## src/rtl/uart_xcvr_if.sv

```systemverilog
// Bundles the UART transceiver's serial lines, TX request/payload and RX results.
// The master side is the system driving the transceiver; the slave side is the transceiver itself.
interface uart_xcvr_if #(
  parameter int DATA_BITS = 8
);
  logic                 rx;
  logic                 tx;
  logic [DATA_BITS-1:0] dintx;
  logic                 newd;
  logic [DATA_BITS-1:0] doutrx;
  logic                 donetx;
  logic                 donerx;
  logic                 tx_busy;
  logic                 perr;
  logic                 ferr;

  modport master (
    output rx, dintx, newd,
    input  tx, doutrx, donetx, donerx, tx_busy, perr, ferr
  );

  modport slave (
    input  rx, dintx, newd,
    output tx, doutrx, donetx, donerx, tx_busy, perr, ferr
  );
endinterface

```

## src/rtl/uart_xcvr.sv

```systemverilog
// Full-duplex UART: independent TX and RX state machines with 16x oversample bit timing,
// optional even/odd parity, 1 or 2 TX stop bits and a two-flop RX synchroniser.
module uart_xcvr #(
  parameter int CLK_FREQ  = 1000000,
  parameter int BAUD_RATE = 9600,
  parameter int DATA_BITS = 8,
  parameter int PARITY    = 0,
  parameter int STOP_BITS = 1
) (
  input  logic        clk,
  input  logic        rst,
  uart_xcvr_if.slave  bus
);
  localparam int DIV      = CLK_FREQ / (BAUD_RATE * 16);
  localparam int BIT_CLKS = DIV * 16;
  localparam int CNT_W    = (BIT_CLKS < 2) ? 1 : $clog2(BIT_CLKS);
  localparam logic [CNT_W-1:0] C_LAST = CNT_W'(BIT_CLKS - 1);
  localparam logic [CNT_W-1:0] C_MID  = CNT_W'(DIV * 8);
  localparam logic [2:0] C_LAST_DATA  = 3'(DATA_BITS - 1);
  localparam logic [2:0] C_LAST_STOP  = 3'(STOP_BITS - 1);
  localparam logic       C_ODD        = (PARITY == 2);

  if (DATA_BITS < 5 || DATA_BITS > 8 || PARITY < 0 || PARITY > 2 ||
      (STOP_BITS != 1 && STOP_BITS != 2) || DIV < 1) begin : g_bad_params
    $fatal(1, "uart_xcvr: illegal parameter set");
  end

  typedef enum logic [2:0] {S_IDLE, S_START, S_DATA, S_PARITY, S_STOP} state_t;

  state_t               r_tx_state, w_tx_state_nx;
  logic [CNT_W-1:0]     r_tx_cnt, w_tx_cnt_nx;
  logic [2:0]           r_tx_idx, w_tx_idx_nx;
  logic [DATA_BITS-1:0] r_tx_shift, w_tx_shift_nx;
  logic                 r_tx_par, w_tx_par_nx;
  logic                 r_tx, w_tx_nx;
  logic                 r_donetx, w_donetx_nx;
  logic                 w_tx_busy, w_tx_end;

  assign w_tx_busy = (r_tx_state != S_IDLE) || r_donetx;
  assign w_tx_end  = (r_tx_cnt == C_LAST);

  always_ff @(posedge clk or negedge rst) begin
    if (!rst) begin
      r_tx_state <= S_IDLE;
      r_tx_cnt   <= '0;
      r_tx_idx   <= '0;
      r_tx_shift <= '0;
      r_tx_par   <= 1'b0;
      r_tx       <= 1'b1;
      r_donetx   <= 1'b0;
    end else begin
      r_tx_state <= w_tx_state_nx;
      r_tx_cnt   <= w_tx_cnt_nx;
      r_tx_idx   <= w_tx_idx_nx;
      r_tx_shift <= w_tx_shift_nx;
      r_tx_par   <= w_tx_par_nx;
      r_tx       <= w_tx_nx;
      r_donetx   <= w_donetx_nx;
    end
  end

  // The line is registered from the current state, so it trails the state by one clock.
  always_comb begin
    w_tx_state_nx = r_tx_state;
    w_tx_cnt_nx   = r_tx_cnt + CNT_W'(1);
    w_tx_idx_nx   = r_tx_idx;
    w_tx_shift_nx = r_tx_shift;
    w_tx_par_nx   = r_tx_par;
    w_tx_nx       = 1'b1;
    w_donetx_nx   = 1'b0;
    case (r_tx_state)
      S_IDLE: begin
        w_tx_cnt_nx = '0;
        if (bus.newd && !w_tx_busy) begin
          w_tx_state_nx = S_START;
          w_tx_idx_nx   = '0;
          w_tx_shift_nx = bus.dintx;
          w_tx_par_nx   = (^bus.dintx) ^ C_ODD;
        end
      end
      S_START: begin
        w_tx_nx = 1'b0;
        if (w_tx_end) begin
          w_tx_cnt_nx   = '0;
          w_tx_idx_nx   = '0;
          w_tx_state_nx = S_DATA;
        end
      end
      S_DATA: begin
        w_tx_nx = r_tx_shift[0];
        if (w_tx_end) begin
          w_tx_cnt_nx   = '0;
          w_tx_shift_nx = r_tx_shift >> 1;
          if (r_tx_idx == C_LAST_DATA) begin
            w_tx_idx_nx   = '0;
            w_tx_state_nx = (PARITY == 0) ? S_STOP : S_PARITY;
          end else begin
            w_tx_idx_nx = r_tx_idx + 3'd1;
          end
        end
      end
      S_PARITY: begin
        w_tx_nx = r_tx_par;
        if (w_tx_end) begin
          w_tx_cnt_nx   = '0;
          w_tx_idx_nx   = '0;
          w_tx_state_nx = S_STOP;
        end
      end
      S_STOP: begin
        if (w_tx_end) begin
          w_tx_cnt_nx = '0;
          if (r_tx_idx == C_LAST_STOP) begin
            w_tx_state_nx = S_IDLE;
            w_donetx_nx   = 1'b1;
          end else begin
            w_tx_idx_nx = r_tx_idx + 3'd1;
          end
        end
      end
      default: w_tx_state_nx = S_IDLE;
    endcase
  end

  state_t               r_rx_state, w_rx_state_nx;
  logic [CNT_W-1:0]     r_rx_cnt, w_rx_cnt_nx;
  logic [2:0]           r_rx_idx, w_rx_idx_nx;
  logic [DATA_BITS-1:0] r_rx_shift, w_rx_shift_nx;
  logic                 r_rx_pbit, w_rx_pbit_nx;
  logic [DATA_BITS-1:0] r_doutrx, w_doutrx_nx;
  logic                 r_perr, w_perr_nx;
  logic                 r_ferr, w_ferr_nx;
  logic                 r_donerx, w_donerx_nx;
  logic                 r_rx_s1, r_rx_s2, r_rx_prev;
  logic                 w_rx_fall, w_rx_end;

  // Start detection needs a 1->0 transition, so after a framing error it re-arms only once rx returns high.
  assign w_rx_fall = r_rx_prev & ~r_rx_s2;
  assign w_rx_end  = (r_rx_cnt == C_LAST);

  always_ff @(posedge clk or negedge rst) begin
    if (!rst) begin
      r_rx_s1    <= 1'b1;
      r_rx_s2    <= 1'b1;
      r_rx_prev  <= 1'b1;
      r_rx_state <= S_IDLE;
      r_rx_cnt   <= '0;
      r_rx_idx   <= '0;
      r_rx_shift <= '0;
      r_rx_pbit  <= 1'b0;
      r_doutrx   <= '0;
      r_perr     <= 1'b0;
      r_ferr     <= 1'b0;
      r_donerx   <= 1'b0;
    end else begin
      r_rx_s1    <= bus.rx;
      r_rx_s2    <= r_rx_s1;
      r_rx_prev  <= r_rx_s2;
      r_rx_state <= w_rx_state_nx;
      r_rx_cnt   <= w_rx_cnt_nx;
      r_rx_idx   <= w_rx_idx_nx;
      r_rx_shift <= w_rx_shift_nx;
      r_rx_pbit  <= w_rx_pbit_nx;
      r_doutrx   <= w_doutrx_nx;
      r_perr     <= w_perr_nx;
      r_ferr     <= w_ferr_nx;
      r_donerx   <= w_donerx_nx;
    end
  end

  // START samples at mid-bit; from then on every full bit period lands on the next mid-bit.
  always_comb begin
    w_rx_state_nx = r_rx_state;
    w_rx_cnt_nx   = r_rx_cnt + CNT_W'(1);
    w_rx_idx_nx   = r_rx_idx;
    w_rx_shift_nx = r_rx_shift;
    w_rx_pbit_nx  = r_rx_pbit;
    w_doutrx_nx   = r_doutrx;
    w_perr_nx     = r_perr;
    w_ferr_nx     = r_ferr;
    w_donerx_nx   = 1'b0;
    case (r_rx_state)
      S_IDLE: begin
        w_rx_cnt_nx = '0;
        if (w_rx_fall) w_rx_state_nx = S_START;
      end
      S_START: begin
        if (r_rx_cnt == C_MID) begin
          w_rx_cnt_nx   = '0;
          w_rx_idx_nx   = '0;
          w_rx_state_nx = r_rx_s2 ? S_IDLE : S_DATA;
        end
      end
      S_DATA: begin
        if (w_rx_end) begin
          w_rx_cnt_nx   = '0;
          w_rx_shift_nx = {r_rx_s2, r_rx_shift[DATA_BITS-1:1]};
          if (r_rx_idx == C_LAST_DATA) begin
            w_rx_state_nx = (PARITY == 0) ? S_STOP : S_PARITY;
          end else begin
            w_rx_idx_nx = r_rx_idx + 3'd1;
          end
        end
      end
      S_PARITY: begin
        if (w_rx_end) begin
          w_rx_cnt_nx   = '0;
          w_rx_pbit_nx  = r_rx_s2;
          w_rx_state_nx = S_STOP;
        end
      end
      S_STOP: begin
        if (w_rx_end) begin
          w_rx_cnt_nx   = '0;
          w_doutrx_nx   = r_rx_shift;
          w_perr_nx     = (PARITY != 0) && ((^r_rx_shift) ^ r_rx_pbit ^ C_ODD);
          w_ferr_nx     = ~r_rx_s2;
          w_donerx_nx   = 1'b1;
          w_rx_state_nx = S_IDLE;
        end
      end
      default: w_rx_state_nx = S_IDLE;
    endcase
  end

  assign bus.tx      = r_tx;
  assign bus.tx_busy = w_tx_busy;
  assign bus.donetx  = r_donetx;
  assign bus.doutrx  = r_doutrx;
  assign bus.donerx  = r_donerx;
  assign bus.perr    = r_perr;
  assign bus.ferr    = r_ferr;
endmodule

```

## src/flat_wrapper.sv

```systemverilog
// flat-port wrapper written by rule: the top's interface ports become plain ports
module uart_xcvr_flat 
#(
  parameter int CLK_FREQ  = 1000000,
  parameter int BAUD_RATE = 9600,
  parameter int DATA_BITS = 8,
  parameter int PARITY    = 0,
  parameter int STOP_BITS = 1
)
  (clk, rst, bus_rx, bus_dintx, bus_newd, bus_tx, bus_doutrx, bus_donetx, bus_donerx, bus_tx_busy, bus_perr, bus_ferr);
  uart_xcvr_if #(.DATA_BITS(DATA_BITS)) bus_i ();
  input  logic clk;
  input  logic rst;
  input wire logic [$bits(bus_i.rx)-1:0] bus_rx;
  input wire logic [$bits(bus_i.dintx)-1:0] bus_dintx;
  input wire logic [$bits(bus_i.newd)-1:0] bus_newd;
  output wire logic [$bits(bus_i.tx)-1:0] bus_tx;
  output wire logic [$bits(bus_i.doutrx)-1:0] bus_doutrx;
  output wire logic [$bits(bus_i.donetx)-1:0] bus_donetx;
  output wire logic [$bits(bus_i.donerx)-1:0] bus_donerx;
  output wire logic [$bits(bus_i.tx_busy)-1:0] bus_tx_busy;
  output wire logic [$bits(bus_i.perr)-1:0] bus_perr;
  output wire logic [$bits(bus_i.ferr)-1:0] bus_ferr;
  assign bus_i.rx = bus_rx;
  assign bus_i.dintx = bus_dintx;
  assign bus_i.newd = bus_newd;
  assign bus_tx = bus_i.tx;
  assign bus_doutrx = bus_i.doutrx;
  assign bus_donetx = bus_i.donetx;
  assign bus_donerx = bus_i.donerx;
  assign bus_tx_busy = bus_i.tx_busy;
  assign bus_perr = bus_i.perr;
  assign bus_ferr = bus_i.ferr;
  uart_xcvr #(.CLK_FREQ(CLK_FREQ), .BAUD_RATE(BAUD_RATE), .DATA_BITS(DATA_BITS), .PARITY(PARITY), .STOP_BITS(STOP_BITS)) u_core (.clk(clk), .rst(rst), .bus(bus_i));
endmodule
```

## config.mk

```make
export PLATFORM = sky130hd
export DESIGN_NAME = uart_xcvr_flat
export DESIGN_NICKNAME = d
export VERILOG_FILES = /design/src/rtl/uart_xcvr_if.sv /design/src/rtl/uart_xcvr.sv /design/src/flat_wrapper.sv
export SDC_FILE = /design/constraint.sdc
export NUM_CORES = 1
export LEC_CHECK = 0
export BUFFER_PORTS_ARGS = -buffer_cell sky130_fd_sc_hd__buf_2
export CORE_MARGIN = 3
export CORE_UTILIZATION = 59
export CTS_CLUSTER_SIZE = 14
export DETAILED_ROUTE_END_ITERATION = 7
export PLACE_DENSITY = 0.78
export SYNTH_ARGS = -nofsm -noshare
export SYNTH_HDL_FRONTEND = slang
export SYNTH_SLANG_ARGS = --single-unit
```

## constraint.sdc

```tcl
create_clock -name clk -period 2.1 [get_ports clk]
set_input_delay 0.105 -clock clk [delete_from_list [all_inputs] [get_ports clk]]
set_output_delay 0.105 -clock clk [all_outputs]
set_load 0.05 [all_outputs]
```

==> results of run 1 <==
sequential cells by signal, indices dropped and copies added, names as in the netlist:
signal,cells
u_core.bus.ferr,1
u_core.r_rx_cnt,7
u_core.r_rx_s1,1
u_core.bus.donetx,1
u_core.r_tx_par,1
u_core.r_tx_cnt,7
u_core.r_rx_state,3
u_core.r_tx_shift,8
u_core.r_rx_shift,8
u_core.r_rx_s2,1
u_core.r_rx_idx,3
u_core.bus.donerx,1
u_core.r_rx_prev,1
u_core.r_tx_state,3
u_core.bus.tx,1
u_core.r_tx_idx,3
u_core.bus.doutrx,8
cell usage in the layout (no fill, tap or decap), types with 2 or more instances in the layout:
master	netlist	final
xor2_1	6	6
o22ai_1	2	2
buf_4	1	11
a21oi_1	7	7
mux2i_1	2	2
dfstp_2	4	4
clkbuf_8	0	10
o211ai_1	2	2
a32oi_1	2	2
mux2_2	35	35
and2_1	2	2
nor3b_1	3	3
clkinv_2	0	3
or3_1	3	3
nor2_1	26	26
nor3_1	3	3
ha_1	8	8
nand3_1	6	6
nand2b_1	3	3
buf_2	1	24
nand4_1	2	2
nor2b_1	5	5
nand2_1	9	9
inv_1	12	12
o31ai_1	2	2
o21ai_0	5	5
dlygate4sd3_1	0	2
dfrtp_1	54	54
nor3_2	2	2
and3_1	3	3
a31oi_1	2	2
xnor2_1	11	11
report_power, final:
group	switching, W	total [W]	internal (W)
clock	0.000449	0.00103	0.000576
sequential	0.000134	0.00142	0.00129
combinational	0.000247	0.000484	0.000237
how the worst min path moves through the flow:
| stage | from | slack, ns | depth (start not counted) | endpoint |
|---|---|---|---|---|
| 6_report | bus_dintx[3] | 0.15 | 3 | u_core.r_tx_shift[3] |
| 5_1_grt | bus_dintx[3] | 0.14 | 3 | u_core.r_tx_shift[3] |
| 4_1_cts | bus_dintx[3] | 0.13 | 3 | u_core.r_tx_shift[3] |
| 3_5_place_dp | rst | 0.22 | 1 | u_core.r_rx_idx[2] |
| 3_3_place_gp | bus_rx | 0.21 | 1 | u_core.r_rx_s1 |
| 2_1_floorplan | rst | -0.19 | 0 | u_core.bus.donerx |
cell type report:
type	count	area [µm²]	share of cell area [%]
Sequential cell	58	1456	44.53
Clock inverter	5	53.80	1.645
Clock buffer	11	141.4	4.323
Tap cell	52	65.06	1.989
Inverter	12	45.04	1.377
Multi-Input combinational cell	167	1286	39.33
Timing Repair Buffer	37	222.7	6.809
per-layer routing:
| metal | vias to the layer above | global-route usage [%] | share of wire, % |
|---|---|---|---|
| met1 | 959 | 26.35 | 48 |
| met5 | - | 0 | 0 |
| met4 | 0 | 6.796 | 1.0 |
| met3 | 6 | 7.343 | 4.4 |
| li1 | 929 | - | - |
| met2 | 37 | 30.46 | 47 |
cell families (layout without fill, tap and decap cells):
kind of cell	after synthesis	after routing	synth area share, %
multiplexers	37	37	14.65
AND/OR/NAND/NOR	76	76	15.35
flip-flops	58	58	51.50
buffers and inverters	21	65	3.008
adder cells (fa/ha/maj)	9	9	3.894
other	1	1	0.1326
XOR/XNOR	17	17	5.265
AO/OA/AOI/OAI	27	27	6.194
worst reg2reg max path, cell delays in order (launching register included):
cell,delay (ns)
dfrtp_1,0.37
ha_1,0.20
and4_1,0.33
nand4_1,0.19
o22ai_1,0.30
mux2_2,0.37
metrics by stage:
step	total power (W)	hold slack [ns]	cell area [µm²]	utilization, %	worst slack (ns)
final	0.002929	0.1509	3271	72.61	0.2206
after floorplan	0.001772	-0.1906	2828	-	0.2343
after global placement	0.001898	0.2108	3055	67.83	0.2713
after global routing	0.003095	0.1379	3271	72.61	0.1050
after CTS	0.002959	0.1324	3271	72.61	0.2332
after detailed placement	0.001915	0.2177	3055	67.83	0.2347
==> reports/qor.yml, run 1 <==
outcome: "finished, final reports clean"
ys_async_sr_fraction_pct: 100.0
yosysTopAreaCellShare_pct: 47.79
cts_resized: 0
grt_pass1_vias: 1869
worstSetupEndpointType: "flip-flop"
core_region_area_um2: 4504
hpwlAfterDp_um: 3439
ys_seq_area_share_pct: 51.50
drc: 0
cts_buffers: 9
vdd_drop_max_uv: 653.8
cts_buffer_depth: 2
cp_top_family: "simple AND/OR/NAND/NOR gates"
r2r_end: "u_core.r_tx_idx[0]"
slew_violations: 0
final_layout_size_suffix_gt1_share_pct: 33.45
ys_top_cells_by_count: "54 x dfrtp_1, 35 x mux2_2, 26 x nor2_1"
gp_congestion: 0.8165
num_vias: 1931
synth-seq-cells: 58
via_per_inst: 5.646
startpoint: "u_core.r_tx_cnt[0]"
grt_pass1_wl_um: 8342
syn_inst: 246
cp_cell_sequence: "ha_1 > and4_1 > nand4_1 > o22ai_1 > mux2_2"
antenna_found_initial: 0
clock.fmax_mhz: 532.1
place_inst: 324
crit_path_start_kind: "flip-flop"
drt_iter0_drc: 111
insertion_delay_ns: 0.34
syn-num-nets: 266
ant_nets: 0
min_period_over_period_pct: 89.49
num_antenna_cells: 0
die_h_um: 75.23
num-fill-cells: 318
port_buffers: 24
boundaryPins: 26
area_growth_pct: 15.66
pwr_density_cell_nw_per_um2: 895.5
cp_max_fo: 7
rows: 24
rsz0062_at_grt: "false"
routed_wl_um: 5065
post-cts-setup-buffers: 0
cp.depth: 5
synth_warnings: 0
cts_sinks: 58
cp_slowest_stage_delay_ns: 0.37
reg2reg_from: "u_core.r_tx_cnt[0]"
die_w_um: 75.23
synth.most_common_cell: "dfrtp_1"
hold_class: "in -> reg"
grt_usage_pct: 19.91
synth_area_um2: 2828
stdcell_count: 342
synth_cell_types: 47
crit_path_top_delay_cell: "dfrtp_1"
synth_area_leaders: "dfrtp_1 48%, mux2_2 14%, dfstp_2 3.7%, ha_1 3.5%, nor2_1 3.5%"
die-area_um2: 5660
slew_headroom_pct: 49.35
root_buffer: "clkbuf_8"
tritoncts: "yes"
worstSetupPathType: "reg -> reg"
reg2reg_depth: 5
tns_ns: 0
cap_violations: 0
hold_violations: 0
synth_enable_flop_cells: 0
cp.arrival_ns: 2.10
clk_pin_slew_ns: 0.07
cts_hold_buf: 2
worst_pin_slew_ns: 0.7598
critPathCapture: "u_core.r_tx_idx[0]"
p_leak_nw: 1.546
wl_per_cell_um: 14.81
min_period_ns: 1.879
synthFlopType: "dfrtp_1"
drtPass1Iterations: 4
nets: 305
post-synth-top-area-cell: "dfrtp_1"
fin_skew_ns: 0.008044
setup_violations: 0
timing.critical_path.buf_inv: 0
syn_avg_cell_area_um2: 11.49
crit_required_ns: 2.32
reg2reg_slack_ns: 0.22
grt_overflow: 0
start_util_pct: 62.78
h-tree-depth: 3
grt_max_degree: 37
No activity file was read; power rests on OpenSTA's default activity.
==> inputs of run 2 (changes only) <==
--- a/config.mk
+++ b/config.mk
@@ -11,6 +11,7 @@
 export CTS_CLUSTER_SIZE = 14
 export DETAILED_ROUTE_END_ITERATION = 7
 export PLACE_DENSITY = 0.78
+export RECOVER_POWER = 100
 export SYNTH_ARGS = -nofsm -noshare
 export SYNTH_HDL_FRONTEND = slang
 export SYNTH_SLANG_ARGS = --single-unit
==> reports/qor.yml, run 2 (synthesis results as in run 1) <==
outcome: "finished, final reports clean"
reg2reg_slack_ns: 0.14
num_vias: 1915
cts_sinks: 58
mostFrequentLayoutCells: "54 x dfrtp_1, 35 x mux2_2, 26 x nor2_1, 17 x clkbuf_1, 12 x inv_1"
num_antenna_cells: 0
fin_skew_ns: 0.006787
grt_pass1_wl_um: 8342
vdd_drop_max_uv: 649.6
root_buffer: "clkbuf_8"
worst_pin_slew_ns: 0.8306
h-tree-depth: 3
p_leak_nw: 1.477
grt_overflow: 0
via_per_inst: 5.599
gp_congestion: 0.8165
cts_buffers: 9
antenna_found_initial: 0
drc: 0
clk_pin_slew_ns: 0.07
finalPower_w: 0.002922
tns_ns: 0
hold_class: "in -> reg"
rsz0062_at_grt: "false"
core_region_area_um2: 4504
cap_violations: 0
min_period_ns: 1.960
die-area_um2: 5660
wl_per_cell_um: 14.73
die_h_um: 75.23
grt_pass1_vias: 1869
start_util_pct: 62.78
clock.fmax_mhz: 510.1
grt_usage_pct: 19.91
nets: 305
cp_max_fo: 8
hpwlAfterDp_um: 3439
worstSetupEndpointType: "flip-flop"
die_w_um: 75.23
routed_wl_um: 5036
crit_required_ns: 2.33
drtPass1Iterations: 4
num-fill-cells: 329
pwr_density_cell_nw_per_um2: 902.3
post-cts-setup-buffers: 0
cts_buffer_depth: 2
slew_headroom_pct: 44.63
tritoncts: "yes"
crit_path_start_kind: "flip-flop"
grt_max_degree: 37
area_growth_pct: 14.51
final_layout_size_suffix_gt1_share_pct: 27.59
boundaryPins: 26
port_buffers: 24
ant_nets: 0
min_period_over_period_pct: 93.35
cp.arrival_ns: 2.19
cts_resized: 0
final_common_cell: "dfrtp_1"
drt_iter0_drc: 85
worstSetupPathType: "reg -> reg"
setup_violations: 0
rows: 24
slew_violations: 0
insertion_delay_ns: 0.34
hold_violations: 0
==> run 2: per-layer routing <==
layer | global-route usage [%] | share of wire, %
met3 | 7.343 | 4.1
met2 | 30.46 | 47
met5 | 0 | 0
met1 | 26.35 | 47
met4 | 6.796 | 1.1
==> run 2: repair_timing <==
action / in CTS / in global routing
endpoints found under the hold margin: 31 / 0
hold buffers: 2 / 0
setup endpoints to repair: 0 / 0
==> run 2: power by group <==
group	leakage (nW)	switching (W)	internal (W)
Sequential	0.750	0.000134	0.00129
Combinational	0.624	0.000245	0.000232
Clock	0.103	0.000448	0.000576
==> run 2: layout make-up <==
type                    instances  area, µm²  area share (%)
multi-input cells             167       1286           39.72
well taps                      52      65.06           2.009
repair buffers                 37      190.2           5.873
flip-flops and latches         58       1456           44.98
clock inverters                 5      53.80           1.662
clock buffers                  11      141.4           4.366
inverters                      12      45.04           1.391
==> run 2: per-stage QoR <==
stage          hold WS [ns]  worst slack [ns]  instances  utilization (%)  cell area [µm²]
2_1_floorplan       -0.1906            0.2343        246                -             2828
3_3_place_gp         0.2108            0.2713        324            67.83             3055
3_5_place_dp         0.2177            0.2347        324            67.83             3055
4_1_cts              0.1324            0.2332        342            72.61             3271
5_1_grt              0.1380           0.06493        342            71.89             3238
6_report             0.1517            0.1397        342            71.89             3238
==> run 2: worst max-delay path, stage by stage (launching register included) <==
cell and delay [ns]:
dfrtp_1 0.42, and4b_4 0.38, nand3_4 0.13, nor3_2 0.16
clkbuf_1 0.37, mux2_2 0.39
==> run 2: path summary, 6_finish.rpt <==
| check | start | to | cells past startpoint |
|---|---|---|---|
| setup / recovery | u_core.r_rx_cnt[5] | u_core.r_rx_shift[4] | 5 |
| hold / removal | bus_dintx[1] | u_core.r_tx_shift[1] | 3 |
| setup reg to reg | u_core.r_rx_cnt[5] | u_core.r_rx_shift[4] | 5 |
| hold reg to reg | u_core.r_rx_s1 | u_core.r_rx_s2 | 0 |
| max in group asynchronous | rst | u_core.r_tx_idx[2] | 3 |
| min in group asynchronous | rst | u_core.r_rx_idx[2] | 2 |
==> inputs of run 3 (changes only) <==
--- a/config.mk
+++ b/config.mk
@@ -6,6 +6,7 @@
 export NUM_CORES = 1
 export LEC_CHECK = 0
 export BUFFER_PORTS_ARGS = -buffer_cell sky130_fd_sc_hd__buf_2
+export CORE_ASPECT_RATIO = 0.5
 export CORE_MARGIN = 3
 export CORE_UTILIZATION = 59
 export CTS_CLUSTER_SIZE = 14
==> reports/qor.yml, run 3 (synthesis results as in run 1) <==
outcome: "finished, final reports clean"
die_w_um: 103.9
ant_nets: 0
crit_path_top_delay_cell: "dfrtp_1"
final_common_cell: "dfrtp_1"
hpwlAfterDp_um: 3386
slew_violations: 0
worstSetupPathType: "reg -> reg"
stdcell_count: 354
reg2reg_depth: 5
min_from: "bus_dintx[1]"
pwr_density_cell_nw_per_um2: 898.5
worst_pin_slew_ns: 1.360
cp_cell_sequence: "and4b_4 > nand3_4 > nor4b_4 > clkbuf_2 > mux2_2"
drt_iter0_drc: 48
cts_buffers: 9
antenna_found_initial: 0
cp_slowest_stage_delay_ns: 0.43
fin_skew_ns: 0.007076
crit_path_start_kind: "flip-flop"
cp_top_family: "simple AND/OR/NAND/NOR gates"
area_growth_pct: 14.51
tns_ns: 0
num_vias: 1901
crit_required_ns: 2.31
rsz0062_at_grt: "false"
core_region_area_um2: 4509
hold_class: "in -> reg"
grt_max_degree: 59
cp.arrival_ns: 2.14
die-area_um2: 5710
hold_path_depth: 3
rows: 17
cp_max_fo: 9
timing.critical_path.buf_inv: 1
boundaryPins: 26
wl_met1_um: 2354
clock.fmax_mhz: 520.1
clk_pin_slew_ns: 0.06
cp.depth: 5
die_h_um: 54.96
worstSetupEndpointType: "flip-flop"
num_antenna_cells: 0
vdd_drop_max_uv: 614.5
final_layout_size_suffix_gt1_share_pct: 26.74
min_period_over_period_pct: 91.56
drtPass1Iterations: 4
setup_violations: 0
tritoncts: "yes"
p_leak_nw: 1.470
place_inst: 336
root_buffer: "clkbuf_8"
grt_pass1_wl_um: 8625
dr_wl_met2_um: 2341
finalPower_w: 0.002909
grt_usage_pct: 19.79
post-route-util_pct: 71.81
gp_congestion: 0.7991
drc: 0
grt_overflow: 0
cap_violations: 0
min_period_ns: 1.923
nets: 303
cts_sinks: 58
mostFrequentLayoutCells: "54 x dfrtp_1, 35 x mux2_2, 26 x nor2_1, 17 x clkbuf_1, 12 x inv_1"
reg2reg_from: "u_core.r_rx_cnt[5]"
via_per_inst: 5.370
routed_wl_um: 4975
met3_wirelength_um: 252
grt_pass1_vias: 1873
startpoint: "u_core.r_rx_cnt[5]"
wl_per_cell_um: 14.05
slew_headroom_pct: 9.361
port_buffers: 24
post-cts-setup-buffers: 0
start_util_pct: 62.71
top_layer: "met4"
hold_violations: 0
cts_buffer_depth: 2
h-tree-depth: 3
insertion_delay_ns: 0.33
[run 3: cell count changes in the layout (fill, tap and decap cells not counted), sizes merged]
cell	previous run	this run
buf	16	14
clkbuf	30	33
clkinv	4	1
[run 3: final timing paths]
kind                                   endpoint  slack, ns
hold / removal             u_core.r_tx_shift[1]       0.16
hold reg to reg                  u_core.r_rx_s2       0.37
setup / recovery           u_core.bus.doutrx[2]       0.18
max in group asynchronous  u_core.r_tx_state[0]       0.57
setup reg to reg           u_core.bus.doutrx[2]       0.18
min in group asynchronous  u_core.bus.doutrx[7]       0.70
[run 3: power breakdown]
| group | leakage (nW) | switching [W] | internal [W] |
|---|---|---|---|
| Combinational | 0.620 | 0.000246 | 0.000229 |
| Sequential | 0.750 | 0.000138 | 0.00129 |
| Clock | 0.101 | 0.000398 | 0.000612 |
| Total | 1.47 | 0.000782 | 0.00213 |
[run 3: area by class of cell]
cell class,instances,area (µm²)
clock buffers,14,162.7
clock inverters,2,35.03
fillers,344,1271
inverters,12,45.04
multi-input cells,167,1281
flip-flops and latches,58,1456
well taps,66,82.58
repair buffers,35,175.2
[run 3: through the flow]
stage / hold slack [ns] / setup WS (ns) / cell area (µm²)
global route: 0.1651 / 0.07810 / 3238
floorplan: -0.1906 / 0.2343 / 2828
global placement: 0.1250 / 0.3184 / 3070
CTS: 0.1526 / 0.2645 / 3288
detailed placement: 0.1292 / 0.2801 / 3070
finish: 0.1618 / 0.1773 / 3238
[run 3: what timing repair did]
item	CTS	global route
hold endpoints to repair	55	0
endpoints found under the setup margin	0	0
gates resized for setup	0	0
hold buffers	2	0
[run 3: per-layer routing]
metal | global-route usage, % | vias up
met3 | 8.111 | 5
met2 | 33.66 | 32
met4 | 5.740 | 0
met5 | 0 | -
li1 | - | 927
met1 | 24.12 | 937
[run 3: worst register-to-register path, delay by kind of cell (launching register included)]
family,cells,cell delay (ns)
DFF,1,0.43
muxes,1,0.37
and+or+nand+nor,3,0.72
buffers and inverters,1,0.29
